<file path="src/rtl/input_buffer_sub.sv">
// Per-port input FIFO ahead of route computation: first-word-fall-through head,
// valid/ready on both sides, occupancy exported as congestion pressure.
module input_buffer_sub #(
    parameter int DEPTH    = 8,
    parameter int WIDTH    = 3,
    parameter int DATASIZE = 40,
    parameter int AF_LEVEL = 6
) (
    input  logic                ib_clk,
    input  logic                rst,
    input  logic [DATASIZE-1:0] data_in,
    input  logic                valid_in,
    output logic                ready_out,
    output logic [DATASIZE-1:0] data_out,
    output logic                valid_out,
    input  logic                rc_ready,
    output logic [WIDTH:0]      pressure_out,
    output logic                almost_full
);

    // Handshake: a transfer happens on a rising edge where valid and ready are
    // both high. ready_out depends only on occupancy, valid_out only on
    // occupancy, so neither side sees a combinational path from the other.

    localparam logic [WIDTH:0] DEPTH_C = (WIDTH+1)'(DEPTH);
    localparam logic [WIDTH:0] AF_C    = (WIDTH+1)'(AF_LEVEL);

    logic [DATASIZE-1:0] mem [DEPTH];
    logic [WIDTH-1:0]    wr_ptr;
    logic [WIDTH-1:0]    rd_ptr;
    logic [WIDTH:0]      count;
    logic                full;
    logic                empty;
    logic                push;
    logic                pop;

    assign full      = (count == DEPTH_C);
    assign empty     = (count == '0);
    assign ready_out = !full;
    assign valid_out = !empty;
    assign push      = valid_in & ready_out;
    assign pop       = valid_out & rc_ready;

    assign data_out     = empty ? '0 : mem[rd_ptr];
    assign pressure_out = count;
    assign almost_full  = (count >= AF_C);

    always_ff @(posedge ib_clk) begin
        if (rst) begin
            wr_ptr <= '0;
            rd_ptr <= '0;
            count  <= '0;
            for (int i = 0; i < DEPTH; i++) begin
                mem[i] <= '0;
            end
        end else begin
            if (push) begin
                mem[wr_ptr] <= data_in;
                wr_ptr      <= wr_ptr + 1'b1;
            end
            if (pop) begin
                rd_ptr <= rd_ptr + 1'b1;
            end
            // Simultaneous push and pop leaves occupancy unchanged.
            case ({push, pop})
                2'b10:   count <= count + 1'b1;
                2'b01:   count <= count - 1'b1;
                default: count <= count;
            endcase
        end
    end

endmodule

</file>
<file path="config.mk">
export PLATFORM = sky130hd
export DESIGN_NAME = input_buffer_sub
export DESIGN_NICKNAME = d
export VERILOG_FILES = /design/src/rtl/input_buffer_sub.sv
export SDC_FILE = /design/constraint.sdc
export NUM_CORES = 1
export LEC_CHECK = 0
export CORE_UTILIZATION = 50
export CTS_BUF_LIST = sky130_fd_sc_hd__clkbuf_2 sky130_fd_sc_hd__clkbuf_4 sky130_fd_sc_hd__clkbuf_8
export CTS_CLUSTER_DIAMETER = 100
export DETAILED_ROUTE_END_ITERATION = 7
export GPL_TIMING_DRIVEN = 0
export PLACE_DENSITY = 0.71
export SYNTH_ARGS = -nofsm -noshare
export SYNTH_HDL_FRONTEND = slang
export SYNTH_SLANG_ARGS = --single-unit
</file>
<file path="constraint.sdc">
create_clock -name ib_clk -period 4.8 [get_ports ib_clk]
set_input_delay 0.72 -clock ib_clk [delete_from_list [all_inputs] [get_ports ib_clk]]
set_output_delay 0.72 -clock ib_clk [all_outputs]
set_load 0.01 [all_outputs]
</file>
; Word level (Yosys, flattened, before mapping)
; Memories as Yosys holds them, arrays and structs flattened. A register that Yosys moved wholly into a read port is not among the register bits.
; Index checks and enable logic that the tools add are counted.
[classes]
n_mux = 12
n_reduce_logical = 5
bitwise_logic = 2
magnitude_cmp = 1
addsub = 4
n_eq_ne = 3
[ops]
columns = cell, count
row1 = $mux W40, 2
row2 = $reduce_or A40 Y1, 1
row3 = $mux W3, 3
row4 = $pmux W4 S2, 1
row5 = $add A3 B1 Y3 const B, 2
row6 = $mux W1, 6
row7 = $add A4 B1 Y4 const B, 1
row8 = $eq A4 B4 Y1 const B, 1
row9 = $ge A4 B3 Y1 const B, 1
row10 = $logic_not A4 Y1, 1
row11 = $sub A4 B1 Y4 const B, 1
row12 = $and A1 B1 Y1, 2
row13 = $eq A2 B1 Y1 const B, 1
row14 = $eq A2 B2 Y1 const B, 1
row15 = $logic_not A1 Y1, 2
row16 = $reduce_bool A2 Y1, 1
[totals]
mem_count = 1
ramBits = 320
register_bits = 10
out_inout_bits = 47
word_cells = 31
input_bits = 44
[mem_list]
columns = memory, depth, width, read_ports, rd_ports_with_merged_regs, wr, line
row1 = mem, 8, 40, 1, 1, 8, 28  ; logic [DATASIZE-1:0] mem [DEPTH];

; Logic depth before layout (Yosys ltp)
; Gate-level depths: netlist of the first run.
[depth]
ltp_word = 8
ltp_mapped = 12
depth_no_buf = 10

; Least setup slack after synthesis of the first run
; Ideal clock, no wire load.
[synth_timing]
kind = in2reg
from = input port rst
to = memory mem[6][0], enable pin
t_arrival_ns = 4.159
required_ns = 4.307
setup_slack_ns = 0.148
cell_stages = 4
setup_time_ns = 0.493
cell_sequence = buf_4 inv_1 nand3_1 o21ai_0
[synth_lines]
columns = element, line
row1 = "start, declared", 10  ; input logic rst,
row2 = "end, declared", 28

; Worst setup path in the final report of the first run
[layout_timing]
from = register count[0], in the netlist pressure_out[0]
to = output port data_out[12]
[layout_between]
elab_chain_cells = 2
[layout_lines]
columns = element, line
row1 = "start, declared", 31  ; logic [WIDTH:0] count;
row2 = "start signal, assigned", 66  ; 2'b10: count <= count + 1'b1;
row3 = "start signal, assigned", 67  ; 2'b01: count <= count - 1'b1;
row4 = "start signal, assigned", 68  ; default: count <= count;
row5 = $logic_not A4 Y1, 38  ; assign empty = (count == '0);
row6 = $mux W40, 44  ; assign data_out = empty ? '0 : mem[rd_ptr];
row7 = "end, declared", 14  ; output logic [DATASIZE-1:0] data_out,
; No other way between the ends.

==> flow_metrics.py, run 1 <==
metrics = {
    "pwr": {
        "finalPower_mw": 7.897,
        "p_clk_share_pct": 29.4,
        "p_int_mw": 5.685,
        "p_seq_share_pct": 43.9,
        "power.switching_mw": 2.212,
        "swShare_pct": 28.01,
        "ir_worst_vdd_mv": 0.3441,
        "power_density_nw_per_um2": 437.6,
        "leakagePower_nw": 6.472,
        "pwr-share-comb_pct": 26.7,
    },
    "synth": {
        "ys_seq_area_share_pct": 64.38,
        "synth_area_per_cell_um2": 16.19,
        "yosys.area.top_type": "edfxtp_1",
        "ys_ff_latch": 333,
        "netlist_area_um2": 15330,
        "syn_inst": 947,
        "syn-num-nets": 996,
        "yosysWarnings": 0,
        "synth.distinct_cells": 39,
        "synth_top_area_share_pct": 62.68,
        "ys_top_cells_by_area": "edfxtp_1 (63%), and2_1 (13%), mux4_2 (12%)",
    },
    "routing": {
        "vias": 8290,
        "vias_per_cell": 5.411,
        "drtIter0Drc": 768,
        "drc": 0,
        "first_pass_iters": 5,
        "antenna_left": 0,
        "wl_um": 33640,
        "wl_per_cell_um": 21.96,
    },
    "cells_and_area": {
        "final_cells": 1532,
        "n_antenna_cell": 0,
        "final_cell_mix": "edfxtp_1 (320), and2_1 (312), clkdlybuf4s50_1 (89), mux4_2 (80), clkbuf_8 (56)",
        "layout_commonest_cell": "edfxtp_1",
        "drive_gt1_share_pct": 21.98,
        "fillers": 2254,
        "postLayoutCoreUtil_pct": 60.40,
        "nets": 1152,
        "area_growth_pct": 17.69,
    },
    "floorplanning": {
        "initial_core_util_pct": 51.32,
        "ios": 91,
        "die_w_um": 177.1,
        "row_count": 63,
        "die_area_um2": 31370,
        "die-height_um": 177.1,
        "core-area_um2": 29870,
    },
    "critical_path": {
        "cp-end-kind": "primary output",
        "r2r-end": "pressure_out[2]",
        "critical_path_peak_fanout": 10,
        "worstPathRequired_ps": 4080,
        "r2r_start": "pressure_out[0]",
        "worstSetupPathType": "flip-flop to primary output",
        "worst_ep_arrival_time_ps": 3190,
        "startpoint_type": "flip-flop",
        "r2r_slack_ps": 1610,
        "rr_worst_depth": 11,
    },
    "worst_hold_path": {
        "min-delay-start": "rd_ptr[2]",
        "hold_class": "flip-flop to flip-flop",
        "holdPathStages": 2,
    },
    "place": {
        "io_buffers": 89,
        "gp_congestion": 0.7246,
        "dp_hpwl_um": 20850,
        "dp_cells": 1438,
        "pre_cts_ws_ps": 1470,
    },
    "sta": {
        "fin_worst_skew_ps": 11.69,
        "setup-violations-final": 0,
        "worst_slack_ps": 885.7,
        "period_needed_ps": 3914,
        "finalHoldViolations": 0,
        "tightestPinTransition_ps": 1041,
        "slew_violations": 0,
        "period_share_pct": 81.55,
        "rsz0062_at_grt": "no",
        "finalSetupTns_ps": 0,
        "max_freq_mhz": 255.5,
        "slew_headroom_pct": 30.33,
    },
    "clock_network": {
        "htreeDepth": 2,
        "cts_setup_buffers": 0,
        "cts_sinks": 333,
        "cts_root_buf": "clkbuf_8",
        "postCtsHoldBufs": 0,
        "path_clk_slew_ps": 60,
        "cts_resized": 0,
        "cts_tree": "yes",
        "clkLatencyLatePin_ps": 570,
        "cts_buffers": 53,
        "cts.path.max_buffers": 3,
    },
    "global_route": {
        "grt_max_degree": 24,
        "track_usage_pct": 22.36,
        "grt_pass1_wl_um": 51300,
        "grt-ovfl-total": 0,
        "grt_pass1_vias": 8635,
        "grt_antenna_before_repair": 0,
    },
    "status": {
        "outcome": "complete, no violations",
    },
    "flow_run": {
        "maxCapViolCount": 0,
    },
}
-- critical path, cell delays in order, from the launching register on --
cell	delay (ps)
dfxtp_1	400
nor4_2	880
clkbuf_1	590
nor2_1	210
clkdlybuf4s50_1	530
-- sequential cells by signal, summed over array words and instances, names as in the netlist, named ones only --
| register | count |
|---|---|
| rd_ptr | 3 |
| pressure_out | 4 |
| wr_ptr | 3 |
| mem | 320 |
-- metal layers --
layer	track usage, %	vias up	wire, µm
met4	6.358	0	674
li1	-	3803	-
met1	30.18	4163	14050
met3	3.909	55	2333
met2	37.29	269	16580
met5	0	-	0
-- synth_stat cells (all sizes together) --
| library cell | instances |
|---|---|
| nor4 | 3 |
| buf | 47 |
| a21o | 1 |
| or4b | 1 |
| ha | 5 |
| mux2 | 1 |
| nor2 | 50 |
| clkbuf | 19 |
| nand3 | 5 |
| or3 | 1 |
| inv | 2 |
| nor2b | 1 |
| edfxtp | 320 |
| dfxtp | 13 |
| nand3b | 2 |
| and2 | 321 |
| mux4 | 80 |
| xor2 | 5 |
| nand4b | 1 |
| nand2 | 4 |
| o21ai | 6 |
| or2 | 2 |
| o22a | 1 |
| or2b | 1 |
| mux2i | 42 |
| xnor2 | 1 |
| o31ai | 2 |
| a21oi | 5 |
| nor3 | 4 |
| nand4bb | 1 |
-- logic make-up (layout without fill, tap and decap cells) --
kind of cell	after synthesis	count (layout)	share of synthesized area (%)
AO/OA/AOI/OAI	15	15	0.5631
XOR/XNOR	6	6	0.3428
adder cells (fa/ha/maj)	5	5	0.4081
buffers and inverters	68	263	3.452
flip-flops	333	333	64.38
multiplexers	123	123	14.57
AND/OR/NAND/NOR	397	397	16.29
-- worst max path at each step --
stage / start / end / slack (ps)
2_1_floorplan: rst / mem[6][0] / 150
3_3_place_gp: valid_in / mem[6][14] / -3380
3_5_place_dp: valid_in / mem[5][11] / 1470
4_1_cts: pressure_out[0] / data_out[12] / 880
5_1_grt: flip-flop / data_out[20] / 780
6_report: pressure_out[0] / data_out[12] / 890
-- layout make-up --
type                       count  area (µm²)  area share, %
inverter                       2       7.507        0.04161
tap                          390       488.0          2.704
buffer                        66       521.8          2.892
sequential                   333        9869          54.70
timing repair buffer         101        1139          6.310
clock buffer                  81       958.4          5.312
multi-input combinational    546        5005          27.74
clock inverter                13       55.05         0.3051
-- through the flow --
step / hold slack, ps / cell area [µm²]
3_3_place_gp: 511.9 / 16710
3_5_place_dp: 512.1 / 17030
6_report: 527.1 / 18040
4_1_cts: 535.1 / 18040
2_1_floorplan: 484.7 / 15330
5_1_grt: 575.8 / 18040
-- power by group through the flow --
stage | Combinational (mW) | Clock [mW] | Sequential (mW)
2_1_floorplan | 1.25 | 0 | 3.52
3_3_place_gp | 2.06 | 0 | 3.54
3_5_place_dp | 2.14 | 0 | 3.52
4_1_cts | 2.14 | 2.36 | 3.47
5_1_grt | 2.27 | 2.47 | 3.48
6_report | 2.11 | 2.32 | 3.46
Power figures use the tool's default switching activity.
==> run 2: changes to the inputs <==
Clock period 4.8 ns to 3.3 ns, I/O delays scaled along.
==> run 2 against run 1 <==
  * Sequential share of layout area fell by 0.28 points
  * Sequential cell count unchanged
  * Global-route usage rose by 0.38 points
  * Clock skew down 0.62 ps
  * Die area unchanged
  * Sequential power grew 47%
  * Via count rose by 1.2%
  * Critical path depth up 1
  * Total power rose by 47%
  * Largest power group unchanged
  * Highest routed layer unchanged
==> flow_metrics.py, run 2 (same netlist as run 1, synthesis figures left out) <==
metrics = {
    "status": {
        "outcome": "complete, no violations",
    },
    "cells_and_area": {
        "layout_commonest_cell": "edfxtp_1",
        "largest_register_ff_count": 320,
        "drive_gt1_share_pct": 23.32,
        "nets": 1152,
        "multi_input_area_um2": 5014,
        "area_growth_pct": 18.32,
        "postLayoutCoreUtil_pct": 60.72,
        "final_cells": 1535,
        "top_register": "mem",
        "fillers": 2251,
        "n_antenna_cell": 0,
        "final_cell_mix": "edfxtp_1 (320), and2_1 (312), clkdlybuf4s50_1 (89), mux4_2 (80), clkbuf_8 (57)",
        "regArea_um2": 9871,
    },
    "sta": {
        "setup-violations-final": 0,
        "finalHoldViolations": 0,
        "period_share_pct": 95.47,
        "tightestPinTransition_ps": 945.1,
        "max_freq_mhz": 317.4,
        "slew_headroom_pct": 36.75,
        "slew_violations": 0,
        "period_needed_ps": 3150,
        "whs_ps": 362.8,
        "fin_worst_skew_ps": 11.06,
        "rsz0062_at_grt": "no",
    },
    "place": {
        "io_buffers": 89,
        "dp_cells": 1439,
        "dp_hpwl_um": 20980,
        "gp_congestion": 0.7315,
    },
    "clock_network": {
        "cts_buffers": 54,
        "cts_setup_buffers": 0,
        "htreeDepth": 2,
        "path_clk_slew_ps": 60,
        "cts_sinks": 333,
        "cts_tree": "yes",
        "cts_resized": 32,
        "cts.path.max_buffers": 3,
        "cts_root_buf": "clkbuf_8",
        "clkLatencyLatePin_ps": 580,
        "postCtsHoldBufs": 0,
    },
    "global_route": {
        "grt_pass1_wl_um": 51950,
        "track_usage_pct": 22.74,
        "globalRouteMet3Util_pct": 4.210,
        "grt_antenna_before_repair": 0,
        "grtUsageMet2_pct": 37.83,
        "grt.busiest_layer": "met2",
        "grtUsageMet1_pct": 30.39,
        "grt-ovfl-total": 0,
        "grt_max_degree": 27,
        "grt_pass1_vias": 8853,
    },
    "routing": {
        "drtIter0Drc": 713,
        "wl_per_cell_um": 22.33,
        "vias_per_cell": 5.465,
        "antenna_left": 0,
        "drc": 0,
        "vias": 8389,
        "wl_um": 34270,
        "first_pass_iters": 5,
    },
    "critical_path": {
        "cpMaxStageDelayCell": "mux4_2",
        "critical_path_peak_fanout": 10,
        "rr_worst_depth": 11,
        "cp_slowest_stage_delay_ps": 520,
        "path_delay_family": "buffers and inverters",
        "cp-end-kind": "primary output",
        "worstPathRequired_ps": 2800,
        "worst_ep_arrival_time_ps": 2660,
        "worstSetupPathType": "flip-flop to primary output",
        "cp_num_cells": 5,
        "crit_chain": "buf_4 -> mux4_2 -> mux2i_1 -> nor2_1 -> clkdlybuf4s50_1",
        "timing.critical_path.buf_inv": 2,
        "startpoint_type": "flip-flop",
    },
    "pwr": {
        "p_clk_share_pct": 29.5,
        "power.switching_mw": 3.227,
        "leakagePower_nw": 6.547,
        "p_seq_share_pct": 43.8,
        "power_density_nw_per_um2": 637.8,
        "swShare_pct": 27.89,
        "finalPower_mw": 11.57,
        "p_int_mw": 8.342,
        "pwr-share-comb_pct": 26.7,
        "ir_worst_vdd_mv": 0.4702,
    },
    "floorplanning": {
        "initial_core_util_pct": 51.32,
        "ios": 91,
        "row_count": 63,
        "die_area_um2": 31370,
        "die-height_um": 177.1,
        "die_w_um": 177.1,
        "core-area_um2": 29870,
    },
    "worst_hold_path": {
        "hold_class": "input port to flip-flop",
        "holdPathStages": 3,
    },
    "flow_run": {
        "maxCapViolCount": 0,
    },
}
run 2: changes by cell type in the layout (fill, tap and decap cells not counted), sizes merged:
cell / change
clkinvlp: -1
clkbuf: -3
clkinv: +5
buf: +2
run 2: power groups by stage:
stage               registers, mW  logic [mW]  clock network (mW)
detailed placement           5.12        3.10                   0
CTS                          5.06        3.15                3.46
global route                 5.09        3.33                3.62
floorplan                    5.11        1.82                   0
finish                       5.07        3.09                3.42
global placement             5.15        3.00                   0
run 2: path summary, 6_finish.rpt:
path                         from              end  slack [ps]
hold reg to reg         rd_ptr[1]        flip-flop         550
hold / removal                rst  pressure_out[3]         360
setup / recovery        flip-flop      data_out[7]         150
setup reg to reg  pressure_out[0]  pressure_out[2]         380
run 2: worst min-delay path: stages:
cell	delay, ps
buf_4	180
nor2_1	100
mux2_1	130
run 2: metrics by stage:
| stage | setup slack [ps] | area, µm² | TNS (ps) |
|---|---|---|---|
| final | 149.6 | 18140 | 0 |
| after floorplan | -1161 | 15340 | -176400 |
| after global routing | 19.41 | 18140 | 0 |
| after detailed placement | 155.7 | 17050 | 0 |
| after global placement | -4552 | 16720 | -905820 |
| after CTS | 27.95 | 18140 | 0 |
run 2: routing by layer:
| layer | vias up | wire [µm] | part of all wire (%) |
|---|---|---|---|
| met5 | - | 0 | 0 |
| li1 | 3814 | - | - |
| met2 | 306 | 16840 | 49 |
| met1 | 4199 | 14170 | 41 |
| met3 | 70 | 2396 | 7.0 |
| met4 | 0 | 867 | 2.5 |
run 2: area by class of cell:
type	instances	share of cell area (%)
buffer	64	3.180
inverter	2	0.04139
tap	390	2.690
clock inverter	17	0.3587
clock buffer	81	5.318
multi-input combinational	546	27.64
timing repair buffer	102	6.360
sequential	333	54.41
